### src/rtl/ysyx_idu_pkg.sv
// ysyx_idu_pkg: shared constants for the instruction decode unit.
//   - RV32I major opcodes
//   - immediate format encodings (fmt_e)
//   - decode FSM state encodings (state_e)
//   - fixed-width decoded field bundle (fields_t)
//   - fmt_of(): maps a major opcode to its immediate format
package ysyx_idu_pkg;

  localparam logic [6:0] OP_LUI    = 7'b0110111;
  localparam logic [6:0] OP_AUIPC  = 7'b0010111;
  localparam logic [6:0] OP_JAL    = 7'b1101111;
  localparam logic [6:0] OP_JALR   = 7'b1100111;
  localparam logic [6:0] OP_BRANCH = 7'b1100011;
  localparam logic [6:0] OP_LOAD   = 7'b0000011;
  localparam logic [6:0] OP_STORE  = 7'b0100011;
  localparam logic [6:0] OP_OPIMM  = 7'b0010011;
  localparam logic [6:0] OP_OP     = 7'b0110011;
  localparam logic [6:0] OP_FENCE  = 7'b0001111;
  localparam logic [6:0] OP_SYSTEM = 7'b1110011;

  localparam logic [31:0] INST_EBREAK = 32'h00100073;

  typedef enum logic [2:0] {
    FMT_NONE = 3'd0,
    FMT_R    = 3'd1,
    FMT_I    = 3'd2,
    FMT_S    = 3'd3,
    FMT_B    = 3'd4,
    FMT_U    = 3'd5,
    FMT_J    = 3'd6
  } fmt_e;

  typedef enum logic {
    IDLE       = 1'b0,
    WAIT_READY = 1'b1
  } state_e;

  typedef struct packed {
    logic [6:0] opcode;
    logic [2:0] funct3;
    logic       funct7b5;
    logic [4:0] rd;
    logic [4:0] rs1;
    logic [4:0] rs2;
    logic       wen;
    logic       illegal;
    logic       ebreak;
  } fields_t;

  function automatic fmt_e fmt_of(input logic [6:0] op);
    fmt_e f;
    case (op)
      OP_OPIMM, OP_LOAD, OP_JALR, OP_SYSTEM: f = FMT_I;
      OP_STORE:                              f = FMT_S;
      OP_BRANCH:                             f = FMT_B;
      OP_LUI, OP_AUIPC:                      f = FMT_U;
      OP_JAL:                                f = FMT_J;
      OP_OP:                                 f = FMT_R;
      default:                               f = FMT_NONE;
    endcase
    return f;
  endfunction

endpackage

### src/rtl/ysyx_idu_immgen.sv
// ysyx_idu_immgen: combinational RV32I immediate generator.
//   inst : instruction word (DATA_W)
//   imm  : sign-extended immediate, 0 for formats without one (DATA_W)
//   fmt  : immediate format selected from the opcode
module ysyx_idu_immgen
  import ysyx_idu_pkg::*;
#(
  parameter int unsigned DATA_W = 32
) (
  input  logic [DATA_W-1:0] inst,
  output logic [DATA_W-1:0] imm,
  output fmt_e              fmt
);

  logic [31:0] imm32;

  always_comb begin
    fmt   = fmt_of(inst[6:0]);
    imm32 = '0;
    case (fmt)
      FMT_I:   imm32 = {{20{inst[31]}}, inst[31:20]};
      FMT_S:   imm32 = {{20{inst[31]}}, inst[31:25], inst[11:7]};
      FMT_B:   imm32 = {{19{inst[31]}}, inst[31], inst[7], inst[30:25], inst[11:8], 1'b0};
      FMT_U:   imm32 = {inst[31:12], 12'b0};
      FMT_J:   imm32 = {{11{inst[31]}}, inst[31], inst[19:12], inst[20], inst[30:21], 1'b0};
      default: imm32 = '0;
    endcase
    imm = DATA_W'($signed(imm32));
  end

endmodule

### src/rtl/ysyx_idu.sv
// ysyx_idu: instruction decode unit with a one-entry registered output stage.
//   clk, rst          : clock, synchronous active-high reset
//   prev_valid/ready_o: handshake with the fetch unit (inst, pc)
//   flush             : kill held and incoming instruction
//   valid_o/next_ready: handshake with the execute unit
//   pc_o, opcode_o, funct3_o, funct7b5_o, rd_o, rs1_o, rs2_o, imm_o,
//   wen_o, illegal_o, ebreak_o : registered decoded bundle
module ysyx_idu
  import ysyx_idu_pkg::*;
#(
  parameter int unsigned ADDR_W = 32,
  parameter int unsigned DATA_W = 32,
  parameter bit          RVE    = 1'b1
) (
  input  logic              clk,
  input  logic              rst,
  input  logic              prev_valid,
  output logic              ready_o,
  input  logic [DATA_W-1:0] inst,
  input  logic [ADDR_W-1:0] pc,
  input  logic              flush,
  output logic              valid_o,
  input  logic              next_ready,
  output logic [ADDR_W-1:0] pc_o,
  output logic [6:0]        opcode_o,
  output logic [2:0]        funct3_o,
  output logic              funct7b5_o,
  output logic [4:0]        rd_o,
  output logic [4:0]        rs1_o,
  output logic [4:0]        rs2_o,
  output logic [DATA_W-1:0] imm_o,
  output logic              wen_o,
  output logic              illegal_o,
  output logic              ebreak_o
);

  state_e            state_q, state_d;
  fields_t           fields_q, fields_d;
  logic [ADDR_W-1:0] pc_q, pc_d;
  logic [DATA_W-1:0] imm_q, imm_d;

  logic [DATA_W-1:0] dec_imm;
  fmt_e              dec_fmt;
  fields_t           dec;
  logic              known_op, use_rd, use_rs1, use_rs2, rve_bad;
  logic              load;

  ysyx_idu_immgen #(
    .DATA_W(DATA_W)
  ) u_immgen (
    .inst(inst),
    .imm (dec_imm),
    .fmt (dec_fmt)
  );

  // Register usage per opcode drives both the RVE index check and wen.
  // CSR immediate forms (funct3[2]=1) carry a zimm in rs1, not a register.
  always_comb begin
    known_op = 1'b1;
    use_rd   = 1'b0;
    use_rs1  = 1'b0;
    use_rs2  = 1'b0;
    case (inst[6:0])
      OP_LUI, OP_AUIPC, OP_JAL: use_rd = 1'b1;
      OP_JALR, OP_LOAD, OP_OPIMM: begin
        use_rd  = 1'b1;
        use_rs1 = 1'b1;
      end
      OP_OP: begin
        use_rd  = 1'b1;
        use_rs1 = 1'b1;
        use_rs2 = 1'b1;
      end
      OP_BRANCH, OP_STORE: begin
        use_rs1 = 1'b1;
        use_rs2 = 1'b1;
      end
      OP_FENCE: known_op = 1'b1;
      OP_SYSTEM: begin
        if (inst[14:12] != 3'b000) begin
          use_rd  = 1'b1;
          use_rs1 = !inst[14];
        end
      end
      default: known_op = 1'b0;
    endcase

    rve_bad = RVE && ((use_rd && inst[11]) || (use_rs1 && inst[19]) || (use_rs2 && inst[24]));

    dec          = '0;
    dec.opcode   = inst[6:0];
    dec.funct3   = inst[14:12];
    dec.funct7b5 = inst[30];
    dec.rd       = inst[11:7];
    dec.rs1      = (dec_fmt == FMT_U || dec_fmt == FMT_J) ? 5'd0 : inst[19:15];
    dec.rs2      = use_rs2 ? inst[24:20] : 5'd0;
    dec.illegal  = !known_op || (inst[1:0] != 2'b11) || rve_bad;
    dec.wen      = use_rd && !dec.illegal && (inst[11:7] != 5'd0);
    dec.ebreak   = (inst[31:0] == INST_EBREAK);
  end

  // Fields only load on accept; on drain or flush they hold and valid_o drops.
  always_comb begin
    state_d  = state_q;
    fields_d = fields_q;
    pc_d     = pc_q;
    imm_d    = imm_q;
    load     = 1'b0;

    case (state_q)
      IDLE: begin
        if (prev_valid) begin
          state_d = WAIT_READY;
          load    = 1'b1;
        end
      end
      WAIT_READY: begin
        if (next_ready) state_d = IDLE;
      end
      default: state_d = IDLE;
    endcase

    if (flush) begin
      state_d = IDLE;
      load    = 1'b0;
    end

    if (load) begin
      fields_d = dec;
      pc_d     = pc;
      imm_d    = dec_imm;
    end
  end

  always_ff @(posedge clk) begin
    if (rst) begin
      state_q  <= IDLE;
      fields_q <= '0;
      pc_q     <= '0;
      imm_q    <= '0;
    end else begin
      state_q  <= state_d;
      fields_q <= fields_d;
      pc_q     <= pc_d;
      imm_q    <= imm_d;
    end
  end

  assign valid_o    = (state_q == WAIT_READY);
  assign ready_o    = !valid_o;
  assign pc_o       = pc_q;
  assign imm_o      = imm_q;
  assign opcode_o   = fields_q.opcode;
  assign funct3_o   = fields_q.funct3;
  assign funct7b5_o = fields_q.funct7b5;
  assign rd_o       = fields_q.rd;
  assign rs1_o      = fields_q.rs1;
  assign rs2_o      = fields_q.rs2;
  assign wen_o      = fields_q.wen;
  assign illegal_o  = fields_q.illegal;
  assign ebreak_o   = fields_q.ebreak;

endmodule

### config.mk
export PLATFORM = sky130hd
export DESIGN_NAME = ysyx_idu
export DESIGN_NICKNAME = d
export VERILOG_FILES = /design/src/rtl/ysyx_idu_pkg.sv /design/src/rtl/ysyx_idu_immgen.sv /design/src/rtl/ysyx_idu.sv
export SDC_FILE = /design/constraint.sdc
export NUM_CORES = 1
export LEC_CHECK = 0
export CORE_AREA = 8 8 103 105
export CTS_BUF_LIST = sky130_fd_sc_hd__clkbuf_4 sky130_fd_sc_hd__clkbuf_8
export DETAILED_ROUTE_END_ITERATION = 16
export DIE_AREA = 0 0 111 113
export PLACE_DENSITY_LB_ADDON = 0.15
export RECOVER_POWER = 25
export SKIP_LAST_GASP = 1
export SYNTH_ARGS = -nofsm -noshare
export SYNTH_HDL_FRONTEND = slang
export SYNTH_SLANG_ARGS = --single-unit
### constraint.sdc
create_clock -name clk -period 2.3 [get_ports clk]
set_clock_uncertainty 0.15 [all_clocks]
set_input_delay 0.23 -clock clk [delete_from_list [all_inputs] [get_ports clk]]
set_output_delay 0.23 -clock clk [all_outputs]
set_load 0.02 [all_outputs]
---- Word level (Yosys, flattened, before mapping) ----
Index checks and enable logic that the tools add are counted.
word-level totals
  bits in registers ....................... 94
  input port bits ......................... 69
  output and inout port bits .............. 95
  logic and storage cells ................. 69
cells by class
  equality and inequality tests ........... 18
  mux-type cells .......................... 15
  bitwise logic cells ..................... 1
  reduce and logical (&&, ||, !) cells .... 23
operator list
  kind                                                                number
  32-bit case mux with 5 select lines                                 1
  32-bit by 21-bit == test with 1-bit output (second input constant)  1
  7-bit == test (second input constant)                               4
  7-bit by 6-bit == test with 1-bit output (second input constant)    3
  3-bit case mux with 6 select lines                                  1
  7-bit by 5-bit == test with 1-bit output (second input constant)    2
  11-bit OR reduction                                                 1
  5-bit two-way mux                                                   2
  3-bit == test (second input constant)                               3
  1-bit two-way mux                                                   8
  7-bit by 2-bit == test with 1-bit output (second input constant)    1
  7-bit by 4-bit == test with 1-bit output (second input constant)    1
  7-bit OR reduction                                                  1
  3-bit by 2-bit == test with 1-bit output (second input constant)    2
  1-bit case mux with 2 select lines                                  3
  6-bit OR reduction                                                  1
  1-bit logical AND                                                   5
  1-bit logical OR                                                    5
  5-bit nonzero test                                                  1
  1-bit zero test                                                     4
  2-bit OR reduction                                                  2
  4-bit OR reduction                                                  1
  3-bit nonzero test                                                  1
  3-bit OR reduction                                                  1
  other kinds (2)                                                     2

---- Logic depth before layout (Yosys ltp) ----
  depth in word-level cells ............... 10
  depth in mapped cells ................... 7
  depth with buffers taken out ............ 5

---- Hierarchy ----
From an unflattened synthesis, not the netlist that was laid out.
unflattened totals
  cells, all modules ...................... 529
  area, all modules ....................... 4,132.7 µm²
modules (own cells, without submodules)
  module           times used  cells an instance  area an instance (µm²)  seq. area each (µm²)
  ysyx_idu         1           436                3,449.6                 1,881.8
  ysyx_idu_immgen  1           93                 683.2                   0.0

---- Least setup slack after synthesis ----
No wires, ideal clock.
  path kind ............................... reg2reg
  from .................................... register state_q (netlist: valid_o)
  to ...................................... register imm_q[12] (netlist: imm_o[12])
  setup time .............................. 0.069 ns
  data arrival time ....................... 1.529 ns
  required time ........................... 2.081 ns
  path slack .............................. 0.552 ns
  cell stages (with the launch flop) ...... 7
  path buffers ............................ 1
  period minus slack after synthesis ...... 1.748 ns
  path through ............................ dfxtp_1 -> nor3b_4 -> nand2_1 -> o21bai_2 -> or2_1 -> buf_2 -> o21ai_1
between the ends
  word-level cells in the longest chain between the ends .. 2
ends and longest elaborated chain
  element                 line             source
  from (decl)             ysyx_idu.sv:37   state_e state_q, state_d;
  from (signal assigned)  ysyx_idu.sv:142  state_q <= state_d;
  1-bit two-way mux       ysyx_idu.sv:110  case (state_q)
  1-bit two-way mux       ysyx_idu.sv:123  if (flush) begin
  to (signal assigned)    ysyx_idu.sv:145  imm_q <= imm_d;
  to (decl)               ysyx_idu.sv:40   logic [DATA_W-1:0] imm_q, imm_d;
No other way between the ends.
A chain may end at the register's enable or synchronous reset.

---- Final worst setup path ----
  from .................................... register state_q (netlist: valid_o)
  to ...................................... register pc_q[8] (netlist: pc_o[8])
between the ends
  word-level cells in the longest chain between the ends .. 2
ends and longest elaborated chain
  element               line             source
  1-bit two-way mux     ysyx_idu.sv:110
  1-bit two-way mux     ysyx_idu.sv:123
  to (signal assigned)  ysyx_idu.sv:144  pc_q <= pc_d;
  to (decl)             ysyx_idu.sv:39   logic [ADDR_W-1:0] pc_q, pc_d;
No other way between the ends.

==> results.md <==
- Status: completed
- IO buf count: between 150 and 200
- Clock share of power: ~33%
- Gr usage total: 20.02%
- Share of layout cells above drive strength 1: between 7 and 8%
- PwrDens: roughly 570 mW/mm^2
- First-pass GRT wire length: about 21,000 microns
- Worst-path clk slew: 0.10 ns
- Commonest register cell after synthesis: dfxtp_1
- Via density: 5.250
- WL final: between 10,000 and 15,000 microns
- DIE AREA: about 0.013 sq mm
- Max-slew violation count: 0
- CTS buffer count: 9
- Register area share after synthesis: between 40% and 50%
- Post-synth cell types: 51
- Min-delay src: rst
- Reg2Reg Setup Slack: ~0.26 ns
- ANT cells: 0
- Crit Path Class: flop to flop
- Slowest stage delay, CP: roughly 0.50 ns
- Max_slew headroom: between 20 and 25%
- Die height: between 100 and 150 microns
- Setup_tns: 0 ns
- Fin nets: 722
- VDD IR max: 0.3423 mV
- Cell mode on critical path: nand2_1
- CP Capture Type: flop
- EDFF count, synth: 0
- Final worst slack: approximately 0.26 ns
- DRT antenna net count: 0
- Final Critical Period: a little over 2 ns
- Clock Path Buffers: 2
- Synth Net Count: between 500 and 600
- Site row count: 35
- Final setup violation count: 0
- DRT iter0 DRCs: around 200
- Slew at the pin closest to its max-slew limit: roughly 1.2 ns
- Async set-reset flop share out of synthesis: 0%
- CP delay by family, top: simple AND/OR/NAND/NOR gates
- Final std cells w/o fill: between 700 and 800
- Fin. Hold Viols: 0
- Min-delay worst type: primary input to flop
- Arr. time, crit path: 2.17 ns
- Psw: between 900 and 1000 uW
- RR Endpoint: pc_o[8]
- DRT Pass-1 Iters: 5
- WP buf/inv: 1
- CTS Sinks: 94
- Post-detail-place hpwl: 9916 microns
- Max-cap violations: 0
- Vias in the first global route: slightly below 4,000
- Syn avg cell area: between 7 and 8 sq um
- Hold depth: 3
- Final core utilization: about two thirds
- Sw Share: 27.04%
- Slowest cell on the critical path: clkbuf_2
- Die Span X: roughly 110 microns
- Commonest non-fill, non-tap cell in the layout: nand2_1
- Required time worst endpoint: around 2.4 ns
- Initial antenna violation count: 0
- Seq pwr share: 50.8%
- Most frequent cells in the layout: 151 x nand2_1, 137 x clkdlybuf4s50_1, 94 x dfxtp_1, 84 x a21oi_1, 26 x buf_4
- Starting Density: between 40% and 50%
- Layout area overhead: 53.27%
- Final total power: ~3300 uW
- # DRC: 0
- Core Box Area: approximately 0.0090 sq mm
- Post-synth top area share: about half
- Leak pwr: 0.002091 uW
- Post-CTS Hold Fix Bufs: 0
- Worst R2R Start: valid_o
- # Post-CTS Setup Buffers: 0
- Crit share post-route: between 80% and 90%
- CP Launch Type: flop
- Worst-skew pair later-pin latency: approximately 0.36 ns
- Post-Place Cells: about 750
- GPL Wtd Cong: between 0.8 and 0.9
- Worst-path maximum fanout: 24
- Dominant cell type by area after synthesis: dfxtp_1
- # H-tree levels: 3
- Synthesized area: around 0.0038 sq mm
- Crit path depth: 5
- Pint: 2434 uW
- Logic pwr share: approximately 16%
- WL per Instance: approximately 17 microns
- Ranking of synthesized cells by area: dfxtp_1 49%, nand2_1 15%, a21oi_1 11%, a21o_1 2.5%, clkbuf_1 1.9%
- R2r worst-path depth: 5
- Hold Path Sink: pc_o[24]
- Largest net degree at the start of global routing: a little over 80
- Overflow after GRT: 0
- DP Worst Slack: roughly 0.011 ns
- CP cell instances: nor2_1 -> nand2_1 -> clkbuf_2 -> nand2_1 -> a21oi_1
- CTS tree: yes
- Synth Instances: ~480
- Synth Register Bits: 94
- Yosys Warn Count: 0
- Via Count: between 4,000 and 5,000
- RSZ-0062 raised after global routing: false
- Io pins: approximately 160
- Post-CTS Resized: 0
- Fmax: about 0.5 GHz
- Clock Root Buffer: clkbuf_8
[per-stage QoR]
step	instance area (sq um)	hold WS, ns
after floorplan	3829	0.1697
after global placement	5682	0.2885
after detailed placement	5682	0.2922
after CTS	5877	0.2261
after global routing	5868	0.2247
final	5868	0.2451
[Yosys cell counts, types with 3 or more instances]
| library cell | instances |
|---|---|
| dfxtp_1 | 94 |
| nor3_1 | 3 |
| nand2_1 | 151 |
| a211oi_1 | 5 |
| o21ai_0 | 6 |
| nand3_1 | 13 |
| o21a_1 | 3 |
| buf_2 | 11 |
| a21oi_1 | 84 |
| a21o_1 | 13 |
| a22o_1 | 6 |
| nor2_1 | 13 |
| a222oi_1 | 4 |
| clkbuf_1 | 19 |
| nor4_1 | 4 |
| o21ai_1 | 9 |
[how the worst max path moves through the flow]
stage,start,to,slack (ns)
global route,valid_o,pc_o[2],0.1
finish,valid_o,pc_o[8],0.26
global placement,inst[4],illegal_o,0.05
detailed placement,inst[4],imm_o[6],0.01
floorplan,valid_o,imm_o[12],0.55
CTS,valid_o,imm_o[6],0.36
[tightest hold or removal path: stages]
cell and delay [ns]:
buf_2 0.12, buf_12 0.22, a21oi_1 0.14
[layout make-up]
cell class                      count  area, sq um
Fill cell                         785         3109
Sequential cell                    94         1882
Timing Repair Buffer              192         1851
Multi-Input combinational cell    353         1790
Tap cell                          111        138.9
Clock buffer                        9        123.9
Clock inverter                      6        71.32
Inverter                            3        11.26
[kinds of logic after synthesis]
group,after synthesis,share of synthesized area [%]
flops,94,49.15
buf+inv,36,4.085
xor+xnor,1,0.2288
simple gates,210,24.12
compound gates,142,22.42
[sequential cells by signal, summed over array words and instances, names as in the netlist]
name and cells:
valid_o 1, rs1_o 5, funct7b5_o 1, illegal_o 1, imm_o 32, funct3_o 3, opcode_o 7, rd_o 5
rs2_o 5, ebreak_o 1, pc_o 32, wen_o 1
[power by group through the flow]
stage / Clock [uW] / Sequential (uW) / Combinational (uW)
6_report: 1110 / 1690 / 531
5_1_grt: 1220 / 1700 / 570
4_1_cts: 1140 / 1700 / 540
3_5_place_dp: 0 / 1730 / 538
3_3_place_gp: 0 / 1730 / 535
2_1_floorplan: 0 / 1790 / 171
[metal layers]
| metal | GRT usage (%) | part of all wire [%] | vias up |
|---|---|---|---|
| met4 | 6.036 | 1.4 | 0 |
| met3 | 7.354 | 8.3 | 14 |
| met2 | 32.83 | 48 | 148 |
| met5 | 0 | 0 | - |
| li1 | - | - | 2011 |
| met1 | 23.86 | 43 | 1859 |
Power figures use the tool's default switching activity.
